### src/rtl/ysyx_22050612_mem_pkg.sv
// Shared definitions for the IFU/LSU data-memory arbiter: state encoding,
// owner IDs and default bus widths.
package ysyx_22050612_mem_pkg;

    localparam int unsigned DEF_ADDR_W     = 64;
    localparam int unsigned DEF_DATA_W     = 64;
    localparam int unsigned DEF_MASK_W     = DEF_DATA_W / 8;
    localparam int unsigned DEF_MAX_STREAK = 4;

    typedef enum logic [1:0] {
        IDLE  = 2'd0,
        ISSUE = 2'd1,
        WAIT  = 2'd2
    } arb_state_e;

    localparam logic OWN_IF = 1'b0;
    localparam logic OWN_LS = 1'b1;

    // Reads never carry byte enables downstream.
    function automatic logic [DEF_MASK_W-1:0] eff_mask(input logic wen,
                                                       input logic [DEF_MASK_W-1:0] mask);
        return wen ? mask : '0;
    endfunction

endpackage

### src/rtl/ysyx_22050612_prio_streak.sv
// Two-input picker: LSU wins by default, IFU is forced through after
// MAX_STREAK consecutive LSU grants taken while IFU was waiting.
module ysyx_22050612_prio_streak
    import ysyx_22050612_mem_pkg::*;
#(
    parameter int unsigned MAX_STREAK = DEF_MAX_STREAK,
    localparam int unsigned CNT_W     = $clog2(MAX_STREAK + 1)
) (
    input  logic             clk,
    input  logic             rst_n,
    input  logic             if_valid_i,
    input  logic             ls_valid_i,
    input  logic             take_i,
    output logic [1:0]       grant_c_o,
    output logic [CNT_W-1:0] streak_o
);

    logic [CNT_W-1:0] streak_q;
    logic [CNT_W-1:0] streak_d;
    logic             force_if;

    assign force_if = if_valid_i && (streak_q == CNT_W'(MAX_STREAK));
    assign streak_o = streak_q;

    always_comb begin
        grant_c_o = '0;
        if (ls_valid_i && !force_if) begin
            grant_c_o[OWN_LS] = 1'b1;
        end else if (if_valid_i) begin
            grant_c_o[OWN_IF] = 1'b1;
        end
    end

    // Streak only moves when the grant is actually consumed.
    always_comb begin
        streak_d = streak_q;
        if (take_i && grant_c_o[OWN_LS] && if_valid_i) begin
            if (streak_q != CNT_W'(MAX_STREAK)) begin
                streak_d = streak_q + CNT_W'(1);
            end
        end else if (take_i && (|grant_c_o)) begin
            streak_d = '0;
        end
    end

    always_ff @(posedge clk or negedge rst_n) begin
        if (!rst_n) begin
            streak_q <= '0;
        end else begin
            streak_q <= streak_d;
        end
    end

endmodule

### src/rtl/ysyx_22050612_mem_arb.sv
// Shares the single data-memory port between IFU fetches and LSU loads/stores:
// one transaction in flight, response routed back to its owner.
module ysyx_22050612_mem_arb
    import ysyx_22050612_mem_pkg::*;
#(
    parameter int unsigned ADDR_W     = DEF_ADDR_W,
    parameter int unsigned DATA_W     = DEF_DATA_W,
    parameter int unsigned MASK_W     = DATA_W / 8,
    parameter int unsigned MAX_STREAK = DEF_MAX_STREAK
) (
    input  logic              clk,
    input  logic              rst_n,

    input  logic              if_req_valid,
    output logic              if_req_ready,
    input  logic [ADDR_W-1:0] if_req_addr,
    output logic              if_resp_valid,
    output logic [DATA_W-1:0] if_resp_rdata,

    input  logic              ls_req_valid,
    output logic              ls_req_ready,
    input  logic              ls_req_wen,
    input  logic [ADDR_W-1:0] ls_req_addr,
    input  logic [DATA_W-1:0] ls_req_wdata,
    input  logic [MASK_W-1:0] ls_req_wmask,
    output logic              ls_resp_valid,
    output logic [DATA_W-1:0] ls_resp_rdata,

    output logic              mem_req_valid,
    input  logic              mem_req_ready,
    output logic              mem_req_wen,
    output logic [ADDR_W-1:0] mem_req_addr,
    output logic [DATA_W-1:0] mem_req_wdata,
    output logic [MASK_W-1:0] mem_req_wmask,
    input  logic              mem_resp_valid,
    input  logic [DATA_W-1:0] mem_resp_rdata,

    output logic              arb_err
);

    localparam int unsigned CNT_W = $clog2(MAX_STREAK + 1);

    arb_state_e        state_q;
    logic              owner_q;
    logic              wen_q;
    logic [ADDR_W-1:0] addr_q;
    logic [DATA_W-1:0] wdata_q;
    logic [MASK_W-1:0] wmask_q;
    logic              arb_err_q;

    logic [1:0]        grant_c;
    logic [CNT_W-1:0]  streak;
    logic              idle_c;
    logic              resp_c;

    // Ready is masked during reset so every output reads 0 while rst_n is low.
    assign idle_c = rst_n && (state_q == IDLE);
    assign resp_c = (state_q == WAIT) && mem_resp_valid;

    ysyx_22050612_prio_streak #(
        .MAX_STREAK (MAX_STREAK)
    ) u_prio (
        .clk        (clk),
        .rst_n      (rst_n),
        .if_valid_i (if_req_valid),
        .ls_valid_i (ls_req_valid),
        .take_i     (idle_c),
        .grant_c_o  (grant_c),
        .streak_o   (streak)
    );

    assign if_req_ready = idle_c && grant_c[OWN_IF];
    assign ls_req_ready = idle_c && grant_c[OWN_LS];

    assign mem_req_valid = (state_q == ISSUE);
    assign mem_req_wen   = wen_q;
    assign mem_req_addr  = addr_q;
    assign mem_req_wdata = wdata_q;
    assign mem_req_wmask = wmask_q;

    assign if_resp_valid = resp_c && (owner_q == OWN_IF);
    assign ls_resp_valid = resp_c && (owner_q == OWN_LS);
    assign if_resp_rdata = if_resp_valid ? mem_resp_rdata : '0;
    assign ls_resp_rdata = (ls_resp_valid && !wen_q) ? mem_resp_rdata : '0;

    assign arb_err = arb_err_q;

    always_ff @(posedge clk or negedge rst_n) begin
        if (!rst_n) begin
            state_q   <= IDLE;
            owner_q   <= OWN_IF;
            wen_q     <= 1'b0;
            addr_q    <= '0;
            wdata_q   <= '0;
            wmask_q   <= '0;
            arb_err_q <= 1'b0;
        end else begin
            if (mem_resp_valid && (state_q != WAIT)) begin
                arb_err_q <= 1'b1;
            end
            case (state_q)
                IDLE: begin
                    if (grant_c[OWN_LS]) begin
                        owner_q <= OWN_LS;
                        wen_q   <= ls_req_wen;
                        addr_q  <= ls_req_addr;
                        wdata_q <= ls_req_wdata;
                        wmask_q <= ls_req_wen ? ls_req_wmask : '0;
                        state_q <= ISSUE;
                    end else if (grant_c[OWN_IF]) begin
                        owner_q <= OWN_IF;
                        wen_q   <= 1'b0;
                        addr_q  <= if_req_addr;
                        wdata_q <= '0;
                        wmask_q <= '0;
                        state_q <= ISSUE;
                    end
                end
                ISSUE: begin
                    if (mem_req_ready) begin
                        state_q <= WAIT;
                    end
                end
                WAIT: begin
                    if (mem_resp_valid) begin
                        state_q <= IDLE;
                    end
                end
                default: state_q <= IDLE;
            endcase
        end
    end

    logic unused_streak;
    assign unused_streak = ^streak;

endmodule

### config.mk
export PLATFORM = sky130hd
export DESIGN_NAME = ysyx_22050612_mem_arb
export DESIGN_NICKNAME = d
export VERILOG_FILES = /design/src/rtl/ysyx_22050612_mem_pkg.sv /design/src/rtl/ysyx_22050612_prio_streak.sv /design/src/rtl/ysyx_22050612_mem_arb.sv
export SDC_FILE = /design/constraint.sdc
export NUM_CORES = 1
export LEC_CHECK = 0
export ABC_AREA = 1
export BUFFER_PORTS_ARGS = -buffer_cell sky130_fd_sc_hd__buf_4
export CAP_MARGIN = 10
export CORE_AREA = 10 10 202 204
export DETAILED_ROUTE_END_ITERATION = 8
export DIE_AREA = 0 0 212 214
export SYNTH_ARGS = -nofsm -noshare
export SYNTH_HDL_FRONTEND = slang
export SYNTH_SLANG_ARGS = --single-unit
### constraint.sdc
create_clock -name clk -period 1.8 [get_ports clk]
set_input_delay 0.54 -clock clk [delete_from_list [all_inputs] [get_ports clk]]
set_output_delay 0.54 -clock clk [all_outputs]
set_load 0.05 [all_outputs]
==> run summary <==
Post-synth ARST share: 100%
Synthesis Warnings: 0
ys flop type: dfrtp_1
final hold slack: 47.5 ps
maxcap violations: 0
Clock Tree Root: clkbuf_16
CTS tree: built
outcome: finished, violations left
FMAX: 417 MHz
Final nets: 1973
DP Wirelength: 31200 um
IO buf count: 541
PwrDens: 1570 nW/um^2
failing checks: setup timing
NetSw: 12500 uW
Combinational Power Share: 61.5%
Die ar.: 45400 sq um
final setup margin: -597 ps
syn_nets: 1399
Critical Path Sink Type: output port
FP Rows: 71
first-pass GRT wire length: 58800 um
vias in the first global route: 9451
Synth Register Bits: 144
count of final hold-check violations: 0
Seq pwr share: 23.1%
final worst-path cycle share: 133%
Clk pwr share: 15.4%
antenna-violating nets left: 0
Pre-antenna DRT Iters: 5
Ports: 542
Pwr Total: 24200 uW
DRC viols: 0
syn avg cell area: 6.78 sq um
GRT Resource Usage Total: 16.9%
CP Class: reg2out
final instance area: 15400 sq um
Placed Cells: 2130
CP arrival: 1860 ps
Max Root-Sink Buffers: 2
drt total wl: 41300 um
wire length per cell: 18.8 um
initial antenna violation count: 6
sw frac: 51.9%
flop2flop setup slack: -190 ps
Critical Path RT: 1260 ps
synthesized cell area: 7630 sq um
Final Non-Filler Cells: 2193
vias per cell: 4.20
1st-iter DRT viols: 577
CTS Buf Count: 17
worst rel slew slack: 51.6%
critical path startpoint category: flop
H-tree depth: 4
GRT Residual Overflow: 0
Final min period: 2400 ps
unrepaired setup endpoints after global routing: true
leak pwr: 0.00842 uW
Cell variety after synth: 21
RePlAce Congestion: 0.934
die width: 212 um
maximum vdd ir drop: 0.820 mV
Core Box Area: 37000 sq um
sequential area share after synthesis: 47.2%
EDFF count, synth: 0
dpl cell area: 13400 sq um
# fillers: 3645
Synth Instances: 1126
# setup viols final: 271
Worst-Margin Slew: 726 ps
vias: 9216
Max FO, Critical Path: 16
largest net degree at the start of global routing: 129
Clock Latency Late Sink: 430 ps
share of cells above drive strength 1: 46.9%
Initial Util: 20.6%
Hold Buf Count CTS: 0
Worst-path clk slew: 70 ps
CTS Sinks: 144
Hold WC Path Type: in2async
P_int: 11600 uW
die height: 214 um
final slew viol count: 0
Area Growth Syn to Fin: 101%
clk_skew: 8.08 ps
==> repair_timing <==
action / in CTS / in global routing
buffers inserted: 14 / 3
pin swaps: 9 / 7
setup endpoints to repair: 140 / 271
hold endpoints to repair: 0 / 0
gates cloned: 4 / 4
resized for setup: 173 / 95
==> worst max-delay path, stage by stage (launching register included) <==
cell     delay (ps)
dfrtp_1         390
inv_2            70
nand4_1         110
or2_4           350
buf_12          210
nor2_4          130
buf_6           170
==> synthesized netlist by cell type, types with 2 or more instances <==
master / number / area (sq um)
ha_1: 2 / 25.0
buf_1: 7 / 26.3
dfrtp_1: 144 / 3600
inv_1: 201 / 754
nor2_1: 130 / 488
nand3b_1: 8 / 60.1
buf_4: 9 / 67.6
o21ai_0: 11 / 55.1
nor2_2: 3 / 18.8
nand2_1: 420 / 1580
nand3_1: 131 / 656
nand4_1: 2 / 12.5
clkbuf_1: 12 / 45.0
buf_2: 39 / 195
==> stage by stage <==
stage	utilization, %	TNS, ps	worst slack (ps)
finish	41.5	-79020	-597
global route	41.5	-102760	-683
CTS	40.1	-76150	-605
detailed placement	36.1	-32480	-371
global placement	36.1	-31140	-357
floorplan	-	-20840	-211
==> power groups by stage <==
| stage | Clock [uW] | Combinational (uW) | Sequential, uW |
|---|---|---|---|
| 2_1_floorplan | 0 | 3850 | 10500 |
| 3_3_place_gp | 0 | 13800 | 5570 |
| 3_5_place_dp | 0 | 14000 | 5590 |
| 4_1_cts | 3860 | 14700 | 5580 |
| 5_1_grt | 4000 | 15700 | 5770 |
| 6_report | 3730 | 14900 | 5590 |
==> cell usage in the layout (no fill, tap or decap), types with 2 or more instances in the layout <==
cell        synthesis  routed
buf_6               0      72
o21ai_0            11      11
buf_12              0      19
nand2_1           420     417
bufbuf_16           0       3
buf_4               9     452
dfrtp_1           144     143
nand3_1           131     129
nand2_4             0       2
inv_6               0       5
nor2_2              3      17
nor2_4              1     116
buf_8               0      71
clkinvlp_4          0       2
diode_2             0       6
nand3b_1            8       8
nand4_1             2       2
bufinv_16           0       2
inv_8               0       4
inv_4               0       2
inv_2               1       4
clkbuf_16           0      21
inv_1             201     195
==> layout make-up <==
class / count / area [sq um] / share of cell area (%)
antenna: 6 / 15.0 / 0.0977
clock buffer: 18 / 429 / 2.79
clock inverter: 14 / 170 / 1.11
inverter: 202 / 767 / 4.99
multi-input combinational: 713 / 3910 / 25.4
sequential: 144 / 3600 / 23.5
tap: 474 / 593 / 3.86
timing repair buffer: 622 / 5880 / 38.2
==> final timing paths <==
check / cells past startpoint / startpoint / to
worst max-delay path: 6 / state_q[0] / ls_resp_rdata[53]
worst max register to register: 11 / state_q[0] / mem_req_wdata[63]
worst min-delay path: 2 / rst_n / u_prio.streak_o[1]
worst min register to register: 1 / arb_err / arb_err
min in group clk: 3 / ls_req_wdata[18] / mem_req_wdata[18]
max in group asynchronous: 2 / rst_n / mem_req_addr[19]
==> registers in the layout, summed over array words and instances (netlist names) <==
signal and cells:
mem_req_wen 1, u_prio.streak_o 3, owner_q 1, mem_req_addr 64, mem_req_wdata 64, state_q 2
arb_err 1, mem_req_wmask 8
==> cell families (layout without fill, tap and decap cells) <==
kind of cell	count (synthesis)	after routing	share of synthesized area, %
other cells	0	6	0
simple gates	697	697	37.1
fa+ha+maj	2	2	0.328
buf+inv	269	856	14.3
compound gates	13	13	0.885
flops	144	144	47.2
xor+xnor	1	1	0.115
==> per-layer routing <==
layer / part of all wire [%] / routed length, um / global-route usage, %
met5: 0 / 0 / 0
met1: 39 / 16000 / 18.4
met4: 2.8 / 1150 / 7.07
met2: 52 / 21300 / 30.3
met3: 6.9 / 2840 / 4.53
(Power assumes the default switching activity.)
